==> src/rtl/data_bus_arbiter_pkg.sv <==
// data_bus_arbiter_pkg: shared bus arbiter state encoding and default hold limits
package data_bus_arbiter_pkg;

    typedef enum logic [1:0] {
        IDLE = 2'd0,
        OWN0 = 2'd1,
        OWN1 = 2'd2
    } arb_state_t;

    localparam int MAX_HOLD_DEF = 8;
    localparam int LOCK_MAX_DEF = 32;

endpackage

==> src/rtl/data_bus_arbiter.sv <==
// data_bus_arbiter: two-master round-robin bus arbiter with hold limit and m1 lock
module data_bus_arbiter
    import data_bus_arbiter_pkg::*;
#(
    parameter int MAX_HOLD = MAX_HOLD_DEF,
    parameter int LOCK_MAX = LOCK_MAX_DEF
) (
    input  logic        clk,
    input  logic        rst,
    input  logic        m0_req,
    input  logic [31:0] m0_addr,
    input  logic [31:0] m0_wdata,
    input  logic [3:0]  m0_wenable,
    output logic        m0_gnt,
    output logic [31:0] m0_rdata,
    input  logic        m1_req,
    input  logic        m1_lock,
    input  logic [31:0] m1_addr,
    input  logic [31:0] m1_wdata,
    input  logic [3:0]  m1_wenable,
    output logic        m1_gnt,
    output logic [31:0] m1_rdata,
    output logic [31:0] bus_addr,
    output logic [31:0] bus_wdata,
    output logic [3:0]  bus_wenable,
    input  logic [31:0] bus_rdata,
    output logic        owner
);

    localparam int HW = (LOCK_MAX > 1) ? $clog2(LOCK_MAX) : 1;
    localparam logic [HW-1:0] HOLD_LIM = HW'(MAX_HOLD - 1);
    localparam logic [HW-1:0] LOCK_LIM = HW'(LOCK_MAX - 1);

    arb_state_t    state;
    arb_state_t    nxt;
    logic [HW-1:0] hold;
    logic [HW-1:0] lim1;

    // next owner: round-robin from idle, hand over on release or when the hold limit is hit
    always_comb begin
        lim1 = m1_lock ? LOCK_LIM : HOLD_LIM;
        nxt  = (state == OWN0) ? (!m0_req ? (m1_req ? OWN1 : IDLE) : (m1_req && hold >= HOLD_LIM) ? OWN1 : OWN0)
             : (state == OWN1) ? (!m1_req ? (m0_req ? OWN0 : IDLE) : (m0_req && hold >= lim1) ? OWN0 : OWN1)
             : (m0_req && m1_req) ? (owner ? OWN0 : OWN1)
             : m0_req ? OWN0 : m1_req ? OWN1 : IDLE;
    end

    // state, saturating hold counter, last owner and registered grants
    always_ff @(posedge clk or posedge rst) begin
        if (rst) begin
            state  <= IDLE;
            hold   <= '0;
            owner  <= 1'b1;
            m0_gnt <= 1'b0;
            m1_gnt <= 1'b0;
        end else begin
            state  <= nxt;
            hold   <= (nxt != state) ? '0 : (state != IDLE && hold != LOCK_LIM) ? hold + 1'b1 : hold;
            owner  <= (nxt == OWN0) ? 1'b0 : (nxt == OWN1) ? 1'b1 : owner;
            m0_gnt <= (nxt == OWN0);
            m1_gnt <= (nxt == OWN1);
        end
    end

    // bus mux follows the granted master; writes only pass while its request is up
    always_comb begin
        bus_addr    = m0_gnt ? m0_addr : m1_gnt ? m1_addr : 32'd0;
        bus_wdata   = m0_gnt ? m0_wdata : m1_gnt ? m1_wdata : 32'd0;
        bus_wenable = (m0_gnt && m0_req) ? m0_wenable : (m1_gnt && m1_req) ? m1_wenable : 4'b0000;
        m0_rdata    = bus_rdata;
        m1_rdata    = bus_rdata;
    end

endmodule
==> config.mk <==
export PLATFORM = sky130hd
export DESIGN_NAME = data_bus_arbiter
export DESIGN_NICKNAME = d
export VERILOG_FILES = /design/src/rtl/data_bus_arbiter_pkg.sv /design/src/rtl/data_bus_arbiter.sv
export SDC_FILE = /design/constraint.sdc
export NUM_CORES = 1
export LEC_CHECK = 0
export ABC_AREA = 1
export CELL_PAD_IN_SITES_DETAIL_PLACEMENT = 1
export CELL_PAD_IN_SITES_GLOBAL_PLACEMENT = 1
export CORE_MARGIN = 4
export CORE_UTILIZATION = 14
export DETAILED_ROUTE_END_ITERATION = 8
export PLACE_DENSITY_LB_ADDON = 0.08
export RECOVER_POWER = 50
export SLEW_MARGIN = 20
export SYNTH_ARGS = -nofsm -noshare
export SYNTH_HDL_FRONTEND = slang
export SYNTH_SLANG_ARGS = --single-unit
==> constraint.sdc <==
create_clock -name clk -period 4.95 [get_ports clk]
set_input_delay 0.7425 -clock clk [delete_from_list [all_inputs] [get_ports clk]]
set_output_delay 0.7425 -clock clk [all_outputs]
set_load 0.02 [all_outputs]
==> impl_results.md, run 1 <==
* Kind of critical path: reg -> out
* Via-to-Cell Ratio at 4.02
* Hold Path Class: reg -> reg
* Post-DP HPWL at 9700 um
* Diodes inserted at 0
* Least-Margin Pin Slew at 1.00 ns
* # resized after CTS at 0
* Cell variety after synth at 22
* Max-slew violation count at 0
* Static Leak at 0.00179 uW
* FFs w/ async S/R, synth at 100%
* Chip height at 129 um
* Die span in x at 129 um
* Post-Syn Nets at 550
* Synthesis Warnings at 0
* Clock share of power at 9.4%
* Initial antenna violation count at 0
* Global-route wire length before repair at 16800 um
* Mapped Area at 2060 sq um
* Grt met3 use at 3.46%
* CTS tree: built
* Worst EP required at 4.21 ns
* Core area at 14500 sq um
* Fin area at 3940 sq um
* Peak supply drop at 244 uV
* Yosys top cell by area: nand2_1
* Clock buffer depth at 2
* GRT Overall Usage at 12.7%
* Worst hold start: owner
* Clock Skew at 0.00189 ns
* Comb power frac at 79.8%
* Max-Cap Viols at 0
* Minimum clock period at 3.24 ns
* Routed WL per cell at 17.2 um
* H-tree depth at 1
* Peak Freq at 308 MHz
* Slew HR at 33.0%
* Seq/Total Area, Yosys at 12.2%
* Final setup vio count at 0
* Fin Setup TNS at 0 ns
* Nets at 683
* Main synth FF type: dfrtp_1
* Port bufs at 211
* Reg clk slew, reported paths at 0.04 ns
* Vias in the first global route at 2863
* Post-route DRC at 0
* Hold-fix buffer count after cts at 0
* Routability congestion estimate at 0.746
* Switching pwr at 853 uW
* IO Pins at 308
* Setup Buffers After CTS at 0
* Post-DRT Antenna Nets at 0
* Synth top area cells: nand2_1, buf_4, nand3_1
* Largest net degree at the start of global routing at 71
* Die ar. at 16700 sq um
* Startpoint Class: flip-flop
* Syn_area_per_cell at 5.54 sq um
* Worst Reg-to-Reg Cells at 8
* DR pass1 iterations at 4
* Grt ovf at 0
* Unrepaired setup endpoints after global routing: no
* Area Overhead vs Synth at 91.3%
* Critical Path Fanout Max at 57
* Final number of hold-violating endpoints at 0
* Number of synthesized flops with an enable pin at 0
* Flip-flop and latch count after synthesis at 10
* Clock Root Buffer: clkbuf_16
* Placed instance area at 3850 sq um
* Arrival @ worst endpoint at 2.50 ns
* Seq pwr share at 10.8%
* Leading cell type in the layout, fill and taps excluded: clkdlybuf4s50_1
* Crit. End Element: output port
* Reg2reg end: owner
* Detailed Route Iter0 Violations at 122
* Flop2flop setup slack at 3.04 ns
* Initial Utilization at 14.2%
* GR Util met2 at 24.0%
* Routed WL at 11800 um
* Via count at 2764
* Total power divided by cell area at 429 nW/um^2
* Final worst path period share at 65.5%
* Met1 Resource Use GR at 14.5%
* R2R Path Start: hold[0]
* Hold Path Cell Cnt at 2
* Worst skew pair latency at 0.24 ns
* TritonCTS Buffers at 3
* Share of the synthesized area in the top cell type at 27.0%
* Internal Pwr Total at 833 uW
* Switching Share at 50.6%
* Cells after Synth at 371
* Min-Delay Endpoint: owner
* Rows at 44
* CTS sink cnt at 10
* Share of layout cells above drive strength 1 at 2.98%
* Outcome: completed
* Most frequent cells in the layout: clkdlybuf4s50_1, nand2_1, nand3_1
* Busiest grt layer: met2
layout make-up:
| class | count | area (sq um) |
|---|---|---|
| fill | 1778 | 10500 |
| multi-input combinational | 258 | 1160 |
| sequential | 10 | 254 |
| inverter | 17 | 63.8 |
| tap | 184 | 230 |
| timing repair buffer | 214 | 2130 |
| clock buffer | 4 | 88.8 |
logic make-up after synthesis:
logic type / count (synthesis) / synth area share, %
and+or+nand+nor: 237 / 48.5
buffers and inverters: 103 / 31.0
AOI/OAI and AO/OA: 11 / 2.86
DFF: 10 / 12.2
adders and majority gates: 6 / 3.65
xor gates and xnor gates: 3 / 1.28
muxes: 1 / 0.487
worst max-delay path by stage:
stage / startpoint / endpoint / slack (ns) / cells past startpoint
6_report: m0_gnt / bus_addr[14] / 1.71 / 5
2_1_floorplan: m0_req / bus_wenable[0] / 2.70 / 4
3_3_place_gp: m0_req / bus_wenable[0] / 1.73 / 5
5_1_grt: m0_gnt / bus_addr[14] / 1.50 / 5
3_5_place_dp: m0_req / bus_wenable[0] / 1.71 / 5
4_1_cts: m0_gnt / bus_addr[14] / 1.64 / 5
flip-flops by register name (all words and copies together), names as in the netlist:
name and count:
m0_gnt 1, hold 5, owner 1, m1_gnt 1, state 2
cell usage after synthesis (2+ instances only):
library cell	n
dfrtp_1	9
ha_1	6
clkbuf_1	13
inv_1	16
buf_1	6
nor2_1	10
nand2_2	4
a21oi_1	3
xor2_1	2
buf_4	64
o21ai_0	7
buf_2	2
nand2_1	148
nand3_1	73
stage by stage:
stage	setup WS, ns	hold WS (ns)	instances	total power, uW	util (%)
after floorplan	2.70	0.514	371	952	-
after global placement	1.73	0.504	683	1560	26.6
after detailed placement	1.71	0.510	683	1570	26.6
after CTS	1.64	0.526	687	1740	27.2
after global routing	1.50	0.570	687	1830	27.2
final	1.71	0.515	687	1690	27.2
routing by layer:
metal	share of wire [%]	wire length (um)
met1	37	4350
met2	53	6280
met3	8.8	1040
met4	1.0	119
met5	0	0
power groups by stage:
stage          combinational, uW  clock [uW]  sequential, uW
3_3_place_gp                1380           0             186
6_report                    1350         158             182
2_1_floorplan                809           0             143
5_1_grt                     1470         168             193
4_1_cts                     1390         162             187
3_5_place_dp                1380           0             186
critical path, cell delays in order, from the launching register on:
cell and delay [ns]:
dfrtp_2 0.40, inv_2 0.72, buf_4 0.30, nand3_1 0.08, nand2_1 0.10, clkdlybuf4s50_1 0.65
Note: power is estimated with default switching activity, not from simulation.
==> run 2: changes to the inputs <==
Settings changed: CORE_UTILIZATION 14 to 12.
Clock period 4.95 ns to 2.79 ns, I/O delays scaled along.
==> run 2 against run 1 <==
Against the previous run: first-iteration DRC count decreased by 23%; die area up 16%; non-clock buffer count grew 4; critical path depth shrank 1; critical path type is now in -> out; highest routed layer unchanged; utilization fell by 3.1 points; count of clock-buffer cells in the layout unchanged; total power is 82% higher; via count rose by 1.4%; global-route usage shrank 0.15 points; largest cell class unchanged.
==> impl_results.md, run 2 (synthesis gave the netlist of run 1 again) <==
* Static Leak at 0.00181 uW (+1.5%)
* Setup Buffers After CTS at 0 (unchanged)
* Clock share of power at 9.2% (-0.2 points)
* Via-to-Cell Ratio at 3.86 (-4.1%)
* Post-DP HPWL at 10500 um (+8.4%)
* Clock buffer depth at 2 (unchanged)
* Worst skew pair latency at 0.24 ns (about the same)
* Layout fillers at 2048 (+15%)
* Die span in x at 139 um (+7.5%)
* Setup Slack @ Placement at 0.256 ns (-1.45 ns)
* CTS tree: built
* Arrival @ worst endpoint at 2.06 ns (-0.44 ns)
* Least-Margin Pin Slew at 0.404 ns (-0.599 ns)
* Minimum clock period at 2.48 ns
* Startpoint Class: primary input
* Reg clk slew, reported paths at 0.04 ns (about the same)
* Final worst path period share at 88.9%
* WHS at 0.512 ns (-0.00238 ns)
* DR pass1 iterations at 4 (unchanged)
* Fin Setup TNS at 0 ns (unchanged)
* IO Pins at 308 (unchanged)
* Vias in the first global route at 2926 (+2.2%)
* Placed instance area at 3940 sq um (+2.3%)
* Crit. End Element: output port
* Initial antenna violation count at 0 (unchanged)
* Core area at 16700 sq um (+15%)
* Via count at 2804 (+1.4%)
* Largest Register: hold
* Switching pwr at 1560 uW (+82%)
* Util after Layout at 24.1% (-3.1 points)
* Clock Root Buffer: clkbuf_16
* Rows at 47 (+6.8%)
* Diodes inserted at 0 (unchanged)
* Global-route wire length before repair at 19100 um (+14%)
* Routability congestion estimate at 0.780 (+4.5%)
* Internal Pwr Total at 1510 uW (+81%)
* Kind of critical path: in -> out
* Nets at 687 (+0.59%)
* # resized after CTS at 0 (unchanged)
* Number of flip-flops in the largest register at 5 (unchanged)
* Max-Cap Viols at 0 (unchanged)
* Final number of hold-violating endpoints at 0 (unchanged)
* Largest net degree at the start of global routing at 65 (-8.5%)
* Share of layout cells above drive strength 1 at 3.75% (+0.77 points)
* Initial Utilization at 12.3% (-1.9 points)
* Slew HR at 73.0% (+40 points)
* Peak supply drop at 365 uV (+50%)
* Final setup vio count at 0 (unchanged)
* CTS sink cnt at 10 (unchanged)
* Post-route DRC at 0 (unchanged)
* Post-DRT Antenna Nets at 0 (unchanged)
* Register area at 254 sq um (unchanged)
* Peak Freq at 403 MHz
* Port bufs at 211 (unchanged)
* Fin area at 4020 sq um (+2.2%)
* Routed WL per cell at 17.7 um (+3.3%)
* Detailed Route Iter0 Violations at 94 (-23%)
* GRT Overall Usage at 12.5% (-0.15 points)
* Grt ovf at 0 (unchanged)
* Outcome: completed
* Comb power frac at 82.4% (+2.6 points)
* Die ar. at 19300 sq um (+16%)
* Worst EP required at 2.37 ns (-1.84 ns)
* Seq pwr share at 8.3% (-2.5 points)
* Clock Skew at 0.00116 ns (-0.000731 ns)
* Routed WL at 12900 um (+9.3%)
* Critical Path Fanout Max at 4 (-93%)
* Hold Path Class: reg -> reg
* Setup ws final at 0.311 ns (-1.40 ns)
* Most frequent cells in the layout: clkdlybuf4s50_1, nand2_1, nand3_1
* Chip height at 139 um (+7.5%)
* Max-slew violation count at 0 (unchanged)
* Area Overhead vs Synth at 95.6%
* Hold-fix buffer count after cts at 0 (unchanged)
* Multi-input gate area at 1160 sq um (unchanged)
* TritonCTS Buffers at 3 (unchanged)
* Top Registers: hold x5, state x2
* Total power divided by cell area at 762 nW/um^2 (+78%)
* H-tree depth at 1 (unchanged)
* Unrepaired setup endpoints after global routing: no
* Switching Share at 50.7% (+0.12 points)
* Leading cell type in the layout, fill and taps excluded: clkdlybuf4s50_1
-- run 2: routing by layer --
metal	GRT usage, %	wire length (um)
met1	13.1	4760
met2	24.6	6950
met3	3.55	868
met4	2.68	295
met5	0	0
-- run 2: power groups by stage --
stage	sequential (uW)	combinational, uW	clock, uW
2_1_floorplan	254	1440	0
3_3_place_gp	261	2590	0
3_5_place_dp	259	2590	0
4_1_cts	258	2600	293
5_1_grt	267	2760	299
6_report	255	2530	284
-- run 2: layout make-up --
| class | count | area share (%) |
|---|---|---|
| multi-input cells | 258 | 28.9 |
| inverters | 17 | 1.59 |
| flip-flops and latches | 10 | 6.31 |
| well taps | 220 | 6.84 |
| repair buffers | 218 | 54.1 |
| clock buffers | 4 | 2.21 |
-- run 2: worst paths after layout --
check	to	slack (ns)	from	cells after the start
hold / removal	owner	0.51	owner	2
hold reg to reg	owner	0.51	owner	2
setup reg to reg	owner	0.85	hold[0]	8
max in group asynchronous	owner	1.86	rst	2
setup / recovery	bus_wenable[0]	0.31	m1_req	4
min in group asynchronous	hold[1]	0.61	rst	2
-- run 2: metrics by stage --
step	power, uW	std cells
after floorplan	1690	371
after global placement	2850	723
after detailed placement	2850	723
after CTS	3150	727
after global routing	3330	727
final	3070	727
-- run 2: critical path: stages --
cell	delay, ns
clkdlybuf4s50_1	0.51
nand3_1	0.22
o21ai_0	0.21
clkdlybuf4s50_1	0.69
